[config.mk]
export PLATFORM = sky130hd
export DESIGN_NAME = matrix_loader
export DESIGN_NICKNAME = d
export VERILOG_FILES = /design/src/rtl/matrix_loader.sv
export SDC_FILE = /design/constraint.sdc
export NUM_CORES = 1
export LEC_CHECK = 0
export BUFFER_PORTS_ARGS = -buffer_cell sky130_fd_sc_hd__buf_2
export CAP_MARGIN = 40
export CORE_MARGIN = 5
export CORE_UTILIZATION = 56
export DETAILED_ROUTE_END_ITERATION = 8
export GPL_TIMING_DRIVEN = 0
export PLACE_DENSITY = 0.91
export SLEW_MARGIN = 10
export SYNTH_ARGS = -nofsm -noshare
export SYNTH_HDL_FRONTEND = slang
export SYNTH_SLANG_ARGS = --single-unit
export TNS_END_PERCENT = 50
[constraint.sdc]
create_clock -name clk -period 4 [get_ports clk]
set_input_delay 1 -clock clk [delete_from_list [all_inputs] [get_ports clk]]
set_output_delay 1 -clock clk [all_outputs]
set_load 0.02 [all_outputs]
[src/rtl/matrix_loader.sv]
`default_nettype none
`timescale 1ns/1ps
// ============================================================================
// Module      : matrix_loader
// Description : Upstream feeder for the NxN matrix multiplier. Consumes a
//               valid/ready byte stream carrying matrix A then matrix B, both
//               row-major. Each element is written into the A or B matrix
//               memory with generated row/column addresses. A one-cycle
//               load_done pulse marks the moment both memories are complete.
// Revision    : 1.0 - initial release
// ============================================================================
module matrix_loader #(
  parameter int N      = 10,
  parameter int DATA_W = 8,
  parameter int ADDR_W = 4    // must satisfy 2**ADDR_W >= N
) (
  input  logic              clk,
  input  logic              reset_n,
  input  logic              start,
  input  logic              in_valid,
  input  logic [DATA_W-1:0] in_data,
  output logic              in_ready,
  output logic              en_WriteMat_A,
  output logic [ADDR_W-1:0] rowAddr_A,
  output logic [ADDR_W-1:0] colAddr_A,
  output logic [DATA_W-1:0] dataMat_A,
  output logic              en_WriteMat_B,
  output logic [ADDR_W-1:0] rowAddr_B,
  output logic [ADDR_W-1:0] colAddr_B,
  output logic [DATA_W-1:0] dataMat_B,
  output logic              busy,
  output logic              load_done
);

  localparam logic [1:0] S_IDLE   = 2'd0;
  localparam logic [1:0] S_LOAD_A = 2'd1;
  localparam logic [1:0] S_LOAD_B = 2'd2;
  localparam logic [1:0] S_DONE   = 2'd3;

  localparam logic [ADDR_W-1:0] C_LAST = ADDR_W'(N - 1);
  localparam logic [ADDR_W-1:0] C_ONE  = ADDR_W'(1);

  logic [1:0]        r_state;
  logic [ADDR_W-1:0] r_row;
  logic [ADDR_W-1:0] r_col;

  logic              r_en_a;
  logic [ADDR_W-1:0] r_row_a;
  logic [ADDR_W-1:0] r_col_a;
  logic [DATA_W-1:0] r_data_a;
  logic              r_en_b;
  logic [ADDR_W-1:0] r_row_b;
  logic [ADDR_W-1:0] r_col_b;
  logic [DATA_W-1:0] r_data_b;
  logic              r_busy;
  logic              r_load_done;

  logic w_loading;
  logic w_accept;
  logic w_accept_a;
  logic w_accept_b;
  logic w_last_col;
  logic w_last_elem;

  // Ready is a pure decode of the state so it drops to 0 the instant reset asserts
  assign w_loading   = (r_state == S_LOAD_A) || (r_state == S_LOAD_B);
  assign w_accept    = in_valid && w_loading;
  assign w_accept_a  = w_accept && (r_state == S_LOAD_A);
  assign w_accept_b  = w_accept && (r_state == S_LOAD_B);
  assign w_last_col  = (r_col == C_LAST);
  assign w_last_elem = w_last_col && (r_row == C_LAST);

  // Sequencer: state and the row-major element counters
  always_ff @(posedge clk or negedge reset_n) begin
    if (!reset_n) begin
      r_state <= S_IDLE;
      r_row   <= '0;
      r_col   <= '0;
    end else begin
      case (r_state)
        S_IDLE: begin
          if (start) begin
            r_state <= S_LOAD_A;
            r_row   <= '0;
            r_col   <= '0;
          end
        end
        S_LOAD_A, S_LOAD_B: begin
          if (w_accept) begin
            if (w_last_elem) begin
              // Counters restart immediately so the first B beat can follow
              // the last A beat without a bubble.
              r_row   <= '0;
              r_col   <= '0;
              r_state <= (r_state == S_LOAD_A) ? S_LOAD_B : S_DONE;
            end else if (w_last_col) begin
              r_col <= '0;
              r_row <= r_row + C_ONE;
            end else begin
              r_col <= r_col + C_ONE;
            end
          end
        end
        S_DONE: begin
          r_state <= S_IDLE;
        end
        default: begin
          r_state <= S_IDLE;
        end
      endcase
    end
  end

  // A write port: one registered stage after the accepted beat; address/data hold otherwise
  always_ff @(posedge clk or negedge reset_n) begin
    if (!reset_n) begin
      r_en_a   <= 1'b0;
      r_row_a  <= '0;
      r_col_a  <= '0;
      r_data_a <= '0;
    end else begin
      r_en_a <= w_accept_a;
      if (w_accept_a) begin
        r_row_a  <= r_row;
        r_col_a  <= r_col;
        r_data_a <= in_data;
      end
    end
  end

  // B write port: same pipeline as the A port
  always_ff @(posedge clk or negedge reset_n) begin
    if (!reset_n) begin
      r_en_b   <= 1'b0;
      r_row_b  <= '0;
      r_col_b  <= '0;
      r_data_b <= '0;
    end else begin
      r_en_b <= w_accept_b;
      if (w_accept_b) begin
        r_row_b  <= r_row;
        r_col_b  <= r_col;
        r_data_b <= in_data;
      end
    end
  end

  // Status: busy spans start acceptance through DONE; load_done pulses in the following IDLE cycle
  always_ff @(posedge clk or negedge reset_n) begin
    if (!reset_n) begin
      r_busy      <= 1'b0;
      r_load_done <= 1'b0;
    end else begin
      r_load_done <= (r_state == S_DONE);
      if (r_state == S_IDLE && start) begin
        r_busy <= 1'b1;
      end else if (r_state == S_DONE) begin
        r_busy <= 1'b0;
      end
    end
  end

  assign in_ready      = w_loading;
  assign en_WriteMat_A = r_en_a;
  assign rowAddr_A     = r_row_a;
  assign colAddr_A     = r_col_a;
  assign dataMat_A     = r_data_a;
  assign en_WriteMat_B = r_en_b;
  assign rowAddr_B     = r_row_b;
  assign colAddr_B     = r_col_b;
  assign dataMat_B     = r_data_b;
  assign busy          = r_busy;
  assign load_done     = r_load_done;

endmodule
`default_nettype wire

==> impl_metrics.toml <==
[outcome]
status = "finished clean"

[placed_design]
place_hpwl_um = 2930
routabilityCongestion = 0.816
portBuffers = 48
numPlacedInstances = 248

[grt]
gr-total-overflow = 0
grt_pass1_wl_um = 6930
antenna_found_initial = 0
grt_start_max_net_pins = 34
grt_pass1_vias = 1404
track_usage = 0.181

[drt]
num_vias = 1329
drtIter0Drc = 82
dr.pass1.iters = 4
wire_per_inst_um = 15.2
wl_um = 3900
drcViolationCount = 0
antenna_left = 0
via_per_inst = 5.19

[finish]
regArea_um2 = 1150
fill_cells = 238
syn_to_final_growth_pct = 20.0
final_util = 0.708
fin_nets = 229
fin_cells = 256
drive_gt1_frac = 0.462
antenna_cells = 0
multi_input_area_um2 = 803

[yosys]
syn_inst = 153
synth_seq_area_share = 0.576
synthAdderAreaFrac = 0.0501
ys_seq_elements = 46
synth_area_um2 = 2000
synthXorXnorAreaFrac = 0
ys_types = 33
synth.area.mux_share = 0.169
synth_simple_gate_area_share = 0.105
synth_edf_count = 0
syn_area_per_cell_um2 = 13.1
synth_fp_nets = 173
synth_top_cell_by_area = "dfrtp_1"
synth_top_family_by_area = "multiplexers"
synthFlopType = "dfrtp_1"
ys_async_sr_fraction = 1.00
synth_top_cell_area_share = 0.576
synth_compound_area_frac = 0.0782
ys_warn_count = 0
synth_area_leaders = "dfrtp_1 (58%), mux2_2 (17%), ha_1 (5.0%)"

[sta]
setup_viol = 0
slew_viol_final = 0
slew-limit-headroom = 0.685
hold_viol_final = 0
max_freq_mhz = 385
setup_tns_ps = 0
period_needed_ps = 2600
finClkSkew_ps = 5.81
fin_crit_sh = 0.650
tightestPinTransition_ps = 471
rsz0062_at_grt = "false"

[power_and_ir_drop]
ir_drop_mv = 0.460
power.density_nw_per_um2 = 582
power_leakage_nw = 1.33

[clocking]
cts_made_buffers = 5
cts_max_level = 2
cts_tree = "yes"
cts_root_buffer = "clkbuf_4"
clock_latency_ps = 360
clock_path_buffers = 2
path_clk_slew_ps = 140
holdBufCountCts = 0
cts_setup_buffers = 0
cts_resized = 0
cts.sinks = 46

[die]
ioPinCount = 49
die-area_um2 = 4870
rows = 21
start_util = 0.590
fp.dieH_um = 69.8
core_um2 = 3390
fp.dieW_um = 69.8

[worst_setup_path]
required_ps = 3000
cp-start-kind = "register"
worstPathArrival_ps = 1600
critPathKind = "register to primary output"
cp_max_fo = 7
cp-end-kind = "primary output"

[min_path]
hold_path.class = "register to register"

[run]
drv_cap = 0
-- Yosys cell counts (2+ instances only) --
cell type and number:
a21oi_1 3, mux2_2 30, dfrtp_1 46, buf_2 3, nor2b_1 2, nand2b_1 3
nor2_1 4, a21o_1 2, inv_1 7, nand2_1 13, o21ai_1 2, ha_1 8
o21ai_0 10
-- metal layers --
metal,up-vias,global-route usage,routed length (um)
met5,-,0,0
met4,0,0.0617,63
met3,8,0.0551,163
met2,23,0.308,2090
met1,656,0.217,1580
li1,642,-,-
-- cells in the final DEF, fill, tap and decap left out, types with 2 or more instances in the layout --
cell / count
nor2b_1: 2
nor2_1: 4
o21ai_1: 2
a21oi_1: 3
nand2b_1: 3
ha_1: 8
dfrtp_1: 46
a21o_1: 2
mux2_2: 30
inv_1: 7
clkbuf_4: 5
nand2_1: 13
o21ai_0: 10
buf_2: 51
-- critical path, stage by stage, from the launching register on --
cell and delay [ps]:
dfrtp_1 440, inv_1 80, ha_1 480, buf_2 230
-- through the flow --
| step | cell area, um^2 | total power, mW | setup slack [ps] | hold slack, ps |
|---|---|---|---|---|
| 6_report | 2400 | 1.40 | 1400 | 506 |
| 4_1_cts | 2400 | 1.41 | 1390 | 506 |
| 3_3_place_gp | 2300 | 1.10 | 1690 | 466 |
| 3_5_place_dp | 2320 | 1.13 | 1650 | 476 |
| 5_1_grt | 2400 | 1.49 | 1290 | 523 |
| 2_1_floorplan | 2000 | 0.967 | 2040 | 493 |
-- flip-flops by register name, indices dropped and copies added, names as in the netlist --
register and flops:
dataMat_B 8, dataMat_A 8, en_WriteMat_A 1, en_WriteMat_B 1
colAddr_B 4, busy 1, r_state 2, rowAddr_A 4
colAddr_A 4, r_col 4, rowAddr_B 4, load_done 1
r_row 4
-- area by class of cell --
| cell class | count | share of cell area |
|---|---|---|
| multi-input cells | 96 | 0.335 |
| clock buffers | 5 | 0.0156 |
| well taps | 46 | 0.0240 |
| repair buffers | 49 | 0.109 |
| inverters | 7 | 0.0110 |
| clock inverters | 3 | 0.0183 |
| plain buffers | 4 | 0.00782 |
| flip-flops and latches | 46 | 0.480 |
-- where the power goes --
| part | total, mW | internal (mW) | switching, mW |
|---|---|---|---|
| Combinational | 0.495 | 0.202 | 0.292 |
| Sequential | 0.616 | 0.553 | 0.0628 |
| Clock | 0.285 | 0.133 | 0.153 |
-- cell families after synthesis --
logic type | after synthesis
and+or+nand+nor | 36
DFF | 46
muxes | 30
adders and majority gates | 8
AOI/OAI and AO/OA | 22
buffers and inverters | 11
-- final timing paths --
kind / from / slack (ps) / to / depth (start not counted)
min: colAddr_B[1] / 510 / colAddr_B[1] / 2
min in group asynchronous: reset_n / 520 / r_state[0] / 1
min reg2reg: colAddr_B[1] / 510 / colAddr_B[1] / 2
max: r_state[0] / 1400 / in_ready / 3
max in group asynchronous: reset_n / 3010 / colAddr_A[2] / 2
max reg2reg: r_state[0] / 1920 / dataMat_B[7] / 5
Power figures use the tool's default switching activity.
